===== src/rtl/scan_pkg.sv =====
// rtl/scan_pkg.sv - shared types and constants for the digit-scan sequencer
//
// Holds the scan FSM state type and the position/select widths used by
// scan_seq and scan_next_sel.
package scan_pkg;

    localparam int SCAN_POS   = 8;
    localparam int SCAN_SEL_W = 3;

    typedef enum logic [1:0] {
        IDLE  = 2'd0,
        BLANK = 2'd1,
        ON    = 2'd2
    } scan_state_t;

endpackage


===== src/rtl/scan_next_sel.sv =====
// rtl/scan_next_sel.sv - combinational rotate-and-priority search for the next enabled position
//
// Ports:
//   cur       in  [2:0]  currently driven position
//   mask      in  [7:0]  position enables, bit i=1 means position i is scanned
//   from_zero in         1: search upward from position 0 (scan start)
//                        0: search upward from cur+1, modulo 8
//   nxt       out [2:0]  first enabled position found
//   wrap      out        search passed position 7 (nxt <= cur); never set when from_zero
module scan_next_sel
    import scan_pkg::*;
(
    input  logic [SCAN_SEL_W-1:0] cur,
    input  logic [SCAN_POS-1:0]   mask,
    input  logic                  from_zero,
    output logic [SCAN_SEL_W-1:0] nxt,
    output logic                  wrap
);

    logic [SCAN_SEL_W-1:0] base;
    logic [SCAN_SEL_W-1:0] idx;

    always_comb begin
        // Starting the search "after 7" makes the from-zero case the same
        // rotate as the normal advance.
        base = from_zero ? SCAN_SEL_W'(SCAN_POS - 1) : cur;
        idx  = base;
        nxt  = base;
        // Walk from the farthest offset down to the nearest so the nearest
        // enabled position overwrites the rest. Offset 8 truncates to base
        // itself, which covers the single-position case.
        for (int i = SCAN_POS; i >= 1; i--) begin
            idx = base + SCAN_SEL_W'(i);
            if (mask[idx]) begin
                nxt = idx;
            end
        end
        wrap = !from_zero && (nxt <= cur);
    end

endmodule


===== src/rtl/scan_seq.sv =====
// rtl/scan_seq.sv - digit-scan sequencer driving a 3-to-8 active-low decoder
//
// Steps through the enabled positions of mask, holding each for div+1 cycles.
// Optional feature macro: SCAN_DEADTIME_EN adds DEAD_CYC blanking cycles
// (enb=1) ahead of every dwell.
//
// Ports:
//   clk        in            rising-edge clock
//   rst_n      in            asynchronous active-low reset
//   run        in            scan enable, level-sensitive
//   mask       in  [7:0]     position enables
//   div        in  [DIV_W-1:0] dwell length minus one, sampled on dwell entry
//   sel        out [2:0]     decoder select
//   enb        out           decoder disable, active-high
//   frame_done out           one-cycle pulse when sel wraps to the first enabled position
module scan_seq
    import scan_pkg::*;
#(
    parameter int DIV_W    = 16,
    parameter int DEAD_CYC = 4
) (
    input  logic                  clk,
    input  logic                  rst_n,
    input  logic                  run,
    input  logic [SCAN_POS-1:0]   mask,
    input  logic [DIV_W-1:0]      div,
    output logic [SCAN_SEL_W-1:0] sel,
    output logic                  enb,
    output logic                  frame_done
);

    // Named empty block that only exists for an out-of-range DEAD_CYC, so a
    // bad setting is visible in the elaborated hierarchy.
    if (DEAD_CYC < 1 || DEAD_CYC > 255) begin : g_dead_cyc_out_of_range
    end

    scan_state_t           state;
    logic [DIV_W-1:0]      dwell_cnt;
    logic [DIV_W-1:0]      div_q;
`ifdef SCAN_DEADTIME_EN
    logic [7:0]            dead_cnt;
`endif

    logic [SCAN_SEL_W-1:0] nxt;
    logic                  wrap;
    logic                  go;

    // Either condition dropping aborts the scan from any active state.
    assign go = run && (mask != '0);

    scan_next_sel u_next_sel (
        .cur       (sel),
        .mask      (mask),
        .from_zero (state == IDLE),
        .nxt       (nxt),
        .wrap      (wrap)
    );

    always_ff @(posedge clk or negedge rst_n) begin
        if (!rst_n) begin
            state      <= IDLE;
            sel        <= '0;
            enb        <= 1'b1;
            frame_done <= 1'b0;
            dwell_cnt  <= '0;
            div_q      <= '0;
`ifdef SCAN_DEADTIME_EN
            dead_cnt   <= '0;
`endif
        end else begin
            frame_done <= 1'b0;
            case (state)
                IDLE: begin
                    enb <= 1'b1;
                    if (go) begin
                        sel <= nxt;
`ifdef SCAN_DEADTIME_EN
                        state    <= BLANK;
                        dead_cnt <= '0;
`else
                        state     <= ON;
                        enb       <= 1'b0;
                        dwell_cnt <= '0;
                        div_q     <= div;
`endif
                    end
                end
`ifdef SCAN_DEADTIME_EN
                BLANK: begin
                    if (!go) begin
                        state <= IDLE;
                        enb   <= 1'b1;
                    end else if (dead_cnt == 8'(DEAD_CYC - 1)) begin
                        state     <= ON;
                        enb       <= 1'b0;
                        dwell_cnt <= '0;
                        div_q     <= div;
                    end else begin
                        dead_cnt <= dead_cnt + 8'd1;
                    end
                end
`endif
                ON: begin
                    if (!go) begin
                        state <= IDLE;
                        enb   <= 1'b1;
                    end else if (dwell_cnt == div_q) begin
                        // Equality compare: div all-ones gives 2^DIV_W cycles
                        // without the counter ever overflowing.
                        sel        <= nxt;
                        frame_done <= wrap;
`ifdef SCAN_DEADTIME_EN
                        state    <= BLANK;
                        enb      <= 1'b1;
                        dead_cnt <= '0;
`else
                        dwell_cnt <= '0;
                        div_q     <= div;
`endif
                    end else begin
                        dwell_cnt <= dwell_cnt + DIV_W'(1);
                    end
                end
                default: begin
                    state <= IDLE;
                    enb   <= 1'b1;
                end
            endcase
        end
    end

endmodule


===== config.mk =====
export PLATFORM = sky130hd
export DESIGN_NAME = scan_seq
export DESIGN_NICKNAME = d
export VERILOG_FILES = /design/src/rtl/scan_pkg.sv /design/src/rtl/scan_next_sel.sv /design/src/rtl/scan_seq.sv
export SDC_FILE = /design/constraint.sdc
export NUM_CORES = 1
export LEC_CHECK = 0
export ABC_AREA = 1
export BUFFER_PORTS_ARGS = -buffer_cell sky130_fd_sc_hd__buf_2
export CORE_ASPECT_RATIO = 1.2
export CORE_MARGIN = 5
export CORE_UTILIZATION = 30
export CTS_BUF_LIST = sky130_fd_sc_hd__clkbuf_8
export DETAILED_ROUTE_END_ITERATION = 16
export PLACE_DENSITY = 0.5
export SLEW_MARGIN = 20
export SYNTH_ARGS = -nofsm -noshare
export SYNTH_HDL_FRONTEND = slang
export SYNTH_SLANG_ARGS = --single-unit

===== constraint.sdc =====
create_clock -name clk -period 5.29 [get_ports clk]
set_clock_uncertainty 0.15 [all_clocks]
set_input_delay 0.529 -clock clk [delete_from_list [all_inputs] [get_ports clk]]
set_output_delay 0.529 -clock clk [all_outputs]
set_load 0.01 [all_outputs]

## Yosys cells after proc, flatten, opt, wreduce, memory -nomap -nowiden

Index checks and enable logic that the tools add are counted.

| cells by class | value |
|---|---|
| add/sub/neg operators | 8 |
| muxes and demuxes | 43 |
| equal/unequal tests | 6 |
| reductions and logical operators | 9 |
| $lt $le $gt $ge | 8 |

Operators by type and width:

| kind | count |
|---|---|
| 16-bit two-way mux | 6 |
| 16-bit one-hot mux with 2 select lines | 2 |
| 3-bit two-way mux | 11 |
| 3-bit by 4-bit < comparator with 1-bit output (second input constant) | 7 |
| 1-bit binary-select mux with 3-bit select | 7 |
| 16-bit by 1-bit adder with 16-bit output (second input constant) | 1 |
| 16-bit equality test | 1 |
| 3-bit adder (second input constant) | 4 |
| 1-bit two-way mux | 12 |
| 2-bit != test (second input constant) | 4 |
| 8-bit nonzero test | 1 |
| 3-bit by 2-bit adder with 3-bit output (second input constant) | 2 |
| 3-bit one-hot mux with 2 select lines | 1 |
| 2-bit two-way mux | 2 |
| 2-bit one-hot mux with 2 select lines | 1 |
| 4-bit AND reduction | 1 |
| 3-bit by 1-bit adder with 3-bit output (second input constant) | 1 |
| 3-bit less-or-equal comparator | 1 |
| 3-bit AND reduction | 1 |
| 2-bit equality test (second input constant) | 1 |
| 1-bit logical AND | 2 |
| 2-bit logical NOT | 1 |
| 1-bit one-hot mux with 2 select lines | 1 |
| 2-bit AND reduction | 1 |
| other kinds (2) | 2 |

| storage, ports and cells | value |
|---|---|
| register bits | 39 |
| input bits | 27 |
| logic and storage cells | 80 |

## Logic depth before layout (Yosys ltp)

| depth | value |
|---|---|
| depth after elaboration | 17 |
| gate-level depth with buffers | 21 |

## Modules after synthesis

From an unflattened synthesis, not the netlist that was laid out.

| unflattened totals | value |
|---|---|
| cells, all modules | 451 |
| area, all modules | 2891.5 um2 |

By module, submodules not included:

| module | cells an instance | area each (um2) | sequential area each (um2) | times used |
|---|---|---|---|---|
| scan_seq | 305 | 2149.6 | 952.2 | 1 |
| scan_next_sel | 146 | 742.0 | 0.0 | 1 |

## Worst setup path after synthesis

OpenSTA, ideal clock, no wires.

| timing | value |
|---|---|
| path type | reg2reg |
| from | register sel[0] |
| to | register frame_done |
| data arrival time | 2629 ps |
| buffers on the path | 1 |
| slack | 2386 ps |
| cell stages (with the launch flop) | 20 |
| period minus slack after synthesis | 2904 ps |
| cells stage by stage | dfrtp_1 -> inv_2 -> nand2_4 -> buf_6 -> ha_1 -> inv_1 -> nand3_1 -> nand3_1 -> nand2_1 -> nand3_1 -> nand2_1 -> nand2_1 -> nand2_1 -> nand2_1 -> nand2_1 -> a21boi_0 -> ha_1 -> a21oi_1 -> o21ai_0 -> a2111oi_0 |

| on the way | value |
|---|---|
| word-level cells in the longest chain between the ends | 16 |

RTL lines:

| what | line | text |
|---|---|---|
| start: declaration | scan_seq.sv:27 | `output logic [SCAN_SEL_W-1:0] sel,` |
| start signal: assignment | scan_seq.sv:76 | `sel <= nxt;` |
| start signal: assignment | scan_seq.sv:110 | `sel <= nxt;` |
| 3-bit two-way mux (*) | scan_next_sel.sv:26 | `base = from_zero ? SCAN_SEL_W'(SCAN_POS - 1) : cur;` |
| 3-bit adder | scan_next_sel.sv:33 | `idx = base + SCAN_SEL_W'(i);` |
| 1-bit binary-select mux with 3-bit select | scan_next_sel.sv:34 | `if (mask[idx]) begin` |
| 1-bit two-way mux (not written as such) | scan_next_sel.sv:34 |  |
| 3-bit two-way mux (6 in a row) | scan_next_sel.sv:34 |  |
| 3-bit two-way mux (*) | scan_next_sel.sv:34 |  |
| named net nxt[2] | scan_seq.sv:44 | `logic [SCAN_SEL_W-1:0] nxt;` |
| 3-bit less-or-equal comparator (*) | scan_next_sel.sv:38 | `wrap = !from_zero && (nxt <= cur);` |
| 1-bit logical AND (*) | scan_next_sel.sv:38 |  |
| 1-bit two-way mux (*) | scan_seq.sv:107 | `end else if (dwell_cnt == div_q) begin` |
| 1-bit two-way mux (*) | scan_seq.sv:104 | `if (!go) begin` |
| 1-bit two-way mux (*) | scan_seq.sv:72 | `case (state)` |
| end signal: assignment | scan_seq.sv:111 | `frame_done <= wrap;` |
| end: declaration | scan_seq.sv:29 | `output logic frame_done` |

The timed path passes the listed nets; every way through them passes the cells marked *. The select of a mux whose other input is x is not followed.
A chain may end at the register's enable or synchronous reset.

## Worst setup path in the final report

| timing | value |
|---|---|
| from | register state[1] |
| to | register frame_done |

| on the way | value |
|---|---|
| word-level cells in the longest chain between the ends | 17 |

RTL lines:

| what | line | text |
|---|---|---|
| start: declaration | scan_seq.sv:37 | `scan_state_t state;` |
| start signal: assignment | scan_seq.sv:61 | `state <= IDLE;` |
| start signal: assignment | scan_seq.sv:81 | `state <= ON;` |
| start signal: assignment | scan_seq.sv:105 | `state <= IDLE;` |
| 2-bit logical NOT (*) | scan_seq.sv:54 | `.from_zero (state == IDLE),` |
| 3-bit two-way mux (*) | scan_next_sel.sv:26 |  |
| 3-bit adder | scan_next_sel.sv:33 |  |
| 1-bit binary-select mux with 3-bit select | scan_next_sel.sv:34 |  |
| 1-bit two-way mux (not written as such) | scan_next_sel.sv:34 |  |
| 3-bit two-way mux (6 in a row) | scan_next_sel.sv:34 |  |
| 3-bit two-way mux (*) | scan_next_sel.sv:34 |  |
| named net nxt[2] | scan_seq.sv:44 |  |
| 3-bit less-or-equal comparator (*) | scan_next_sel.sv:38 |  |
| 1-bit logical AND (*) | scan_next_sel.sv:38 |  |
| 1-bit two-way mux (*) | scan_seq.sv:107 |  |
| 1-bit two-way mux (*) | scan_seq.sv:104 |  |
| 1-bit two-way mux (*) | scan_seq.sv:72 |  |

Marks and branches as above.

==> reports/qor.yml <==
placement:
  portBuffers: 31
  dp_hpwl_um: 5050
  gp_congestion: 0.924
  dp_cells: 518
yosys:
  yosysWarnings: 0
  ys_ff_latch: 38
  yosysSeqAreaShare_pct: 35.0
  synth_top_flop_cell: "dfrtp_1"
  synth_cells: 375
  synthDistinctLibCells: 37
  avgSynthCellArea_sq_um: 7.26
  synth_top_area_share_pct: 34.0
  ys_top_cells_by_area: "dfrtp_1 34%, nand2_1 18%, nand3_1 7.9%"
  async_flop_share_pct: 100
  synth_edf_count: 0
  synth_area_leader_cell: "dfrtp_1"
  syn_nets: 411
  netlist_area_sq_um: 2720
setup_path:
  r2r_setup_slack_ns: 1.69
  cpMostUsedCell: "nand2_1"
  critPathArrivalTime_ns: 3.63
  r2r_end: "frame_done$_DFF_PN0_"
  critical_path_required_ns: 5.31
  ff2ff_path_depth: 17
  start_kind: "flip-flop"
  crit_chain: "nand2_4, ha_1, inv_1, nand3_1, nand3_1, nand2_1, nand3_1, nand2_1, nand2_1, nand2_1, nand2_1, nand2_1, a21boi_0, ha_1, a21oi_1, o21ai_0, a2111oi_0"
  critPathMaxFanout: 20
  end_kind: "flip-flop"
  critical_path.max_stage_delay_ns: 0.90
  worst-setup-path-type: "flip-flop to flip-flop"
  worst_path_max_delay_cell: "dfrtp_1"
  r2r-start: "state[1]$_DFFE_PN0P_"
  crit_start: "state[1]$_DFFE_PN0P_"
detailed_routing:
  vias: 2411
  via_per_inst: 4.58
  drt_iter0_drc: 75
  wl_um: 6590
  wl_per_cell_um: 12.5
  firstDrtPassIters: 4
  drcViolationCount: 0
  antenna_left: 0
finish:
  antenna_cells: 0
  multi_input_area_sq_um: 1560
  layout.cells.non_filler: 526
  nFillCells: 1016
  area_growth_pct: 13.0
  ff_latch_area_sq_um: 952
  layout_commonest_cell: "nand2_1"
  final_net_count: 441
  layout-drive-gt1-share_pct: 18.5
  layout_common_cells: "132 x nand2_1, 43 x nand3_1, 37 x dfrtp_1"
clock_tree:
  cts_setup_buffers: 0
  clockBufferDepth: 2
  cts_hold_buf: 0
  clockRootBuffer: "clkbuf_8"
  cts_max_level: 2
  cts_tree: "yes"
  clock_latency_ns: 0.30
  cts.clk_slew.worst_paths_ns: 0.08
  cts_resized: 0
  cts_sinks: 38
  cts_buffers: 5
hold_path:
  hold_path.class: "input port to async pin"
floorplan:
  core_area_sq_um: 8940
  num_io_pins: 32
  design.die.area_sq_um: 11100
  die_w_um: 97.0
  row_count: 38
  start_util_pct: 30.5
  die_h_um: 114
power:
  p_leak_nw: 1.59
  pwr-share-seq_pct: 24.1
  swShare_pct: 51.3
  comb_power_share_pct: 63.9
  ir_worst_vdd_v: 0.000211
  power.density_nw_per_um2: 670
  p_sw_mw: 1.06
  internal-power_mw: 1.00
  clkPwrFrac_pct: 12.1
sta:
  tns_ns: 0
  max_slew_margin_pct: 42.1
  whs_ns: 0.193
  drv_slew: 0
  max_freq_mhz: 277
  finalCritPeriodShare_pct: 68.1
  setup_violations: 0
  tightest_slew_ns: 0.869
  final-hold-violation-count: 0
  rsz0062_at_grt: "no"
  min_period_ns: 3.60
run:
  max_cap_viol_count: 0
global_routing:
  grt_usage_pct: 12.5
  grt_max_degree: 39
  antenna_found_initial: 0
  grt_pass1_wl_um: 11400
  first_global_vias: 2395
  grt-ovfl-total: 0
status:
  status: "finished, final reports clean"
-- worst max-delay path: cells and delay by family (launching register included) --
family	cells	cell delay [ns]
adder cells (fa/ha/maj)	2	0.71
AO/OA/AOI/OAI	4	0.75
buffers and inverters	1	0.10
AND/OR/NAND/NOR	10	0.86
flip-flops	1	0.90
-- cells in the mapped netlist, types with 2 or more instances --
| cell | n |
|---|---|
| nand2_1 | 132 |
| nand3_1 | 43 |
| dfrtp_1 | 37 |
| inv_1 | 28 |
| nor2_1 | 22 |
| xnor2_1 | 15 |
| a21oi_1 | 9 |
| ha_1 | 9 |
| inv_2 | 8 |
| o21ai_0 | 8 |
| nand2_2 | 7 |
| xor2_1 | 7 |
| nand3_2 | 6 |
| nand4_1 | 5 |
| nor2_4 | 4 |
| o21ai_1 | 4 |
| buf_2 | 3 |
| buf_4 | 3 |
| nand2_4 | 3 |
| a21boi_1 | 2 |
| buf_6 | 2 |
| inv_4 | 2 |
| nor3_1 | 2 |
-- layout make-up --
type | count | area share (%)
well taps | 120 | 4.88
clock buffers | 5 | 2.24
multi-input cells | 291 | 50.8
inverters | 38 | 4.80
flip-flops and latches | 38 | 30.9
repair buffers | 31 | 5.04
clock inverters | 3 | 1.30
-- stage by stage --
| stage | total power [mW] | util [%] | worst slack, ns | cell area [sq um] |
|---|---|---|---|---|
| after global placement | 1.83 | 33.2 | 1.86 | 2970 |
| after detailed placement | 1.83 | 33.2 | 1.71 | 2970 |
| after CTS | 2.10 | 34.4 | 1.68 | 3080 |
| after global routing | 2.31 | 34.4 | 1.20 | 3080 |
| after floorplan | 1.57 | - | 2.39 | 2720 |
| final | 2.06 | 34.4 | 1.69 | 3080 |
-- layer usage --
metal | track usage (%) | part of all wire (%)
met3 | 1.95 | 3.2
met5 | 0 | 0
met2 | 23.5 | 51
met4 | 3.56 | 1.4
met1 | 14.7 | 44
-- power by group through the flow --
stage	clock network, mW	registers (mW)	logic (mW)
4_1_cts	0.257	0.499	1.34
3_3_place_gp	0	0.501	1.33
6_report	0.249	0.496	1.32
2_1_floorplan	0	0.462	1.11
3_5_place_dp	0	0.504	1.33
5_1_grt	0.267	0.514	1.53
-- worst max-delay path by stage --
stage / end / slack [ns] / cells after the start
after floorplan: frame_done$_DFF_PN0_ / 2.39 / 19
after global placement: frame_done$_DFF_PN0_ / 1.86 / 16
after detailed placement: frame_done$_DFF_PN0_ / 1.71 / 17
after CTS: frame_done$_DFF_PN0_ / 1.68 / 17
after global routing: frame_done$_DFF_PN0_ / 1.20 / 17
final: frame_done$_DFF_PN0_ / 1.69 / 17
-- cells by family (layout without fill, tap and decap cells) --
logic type | after synthesis | in the layout | share of synthesized area [%]
muxes | 1 | 1 | 0.368
buffers and inverters | 46 | 77 | 7.63
AOI/OAI and AO/OA | 28 | 28 | 5.79
DFF | 38 | 38 | 35.0
and+or+nand+nor | 230 | 230 | 39.4
xor gates and xnor gates | 23 | 23 | 7.67
adders and majority gates | 9 | 9 | 4.14
-- registers in the layout (all words and copies together) (netlist names) --
name and cells:
div_q 16, dwell_cnt 16, sel 3, enb 1
frame_done 1, state 1
(Power assumes the default switching activity.)
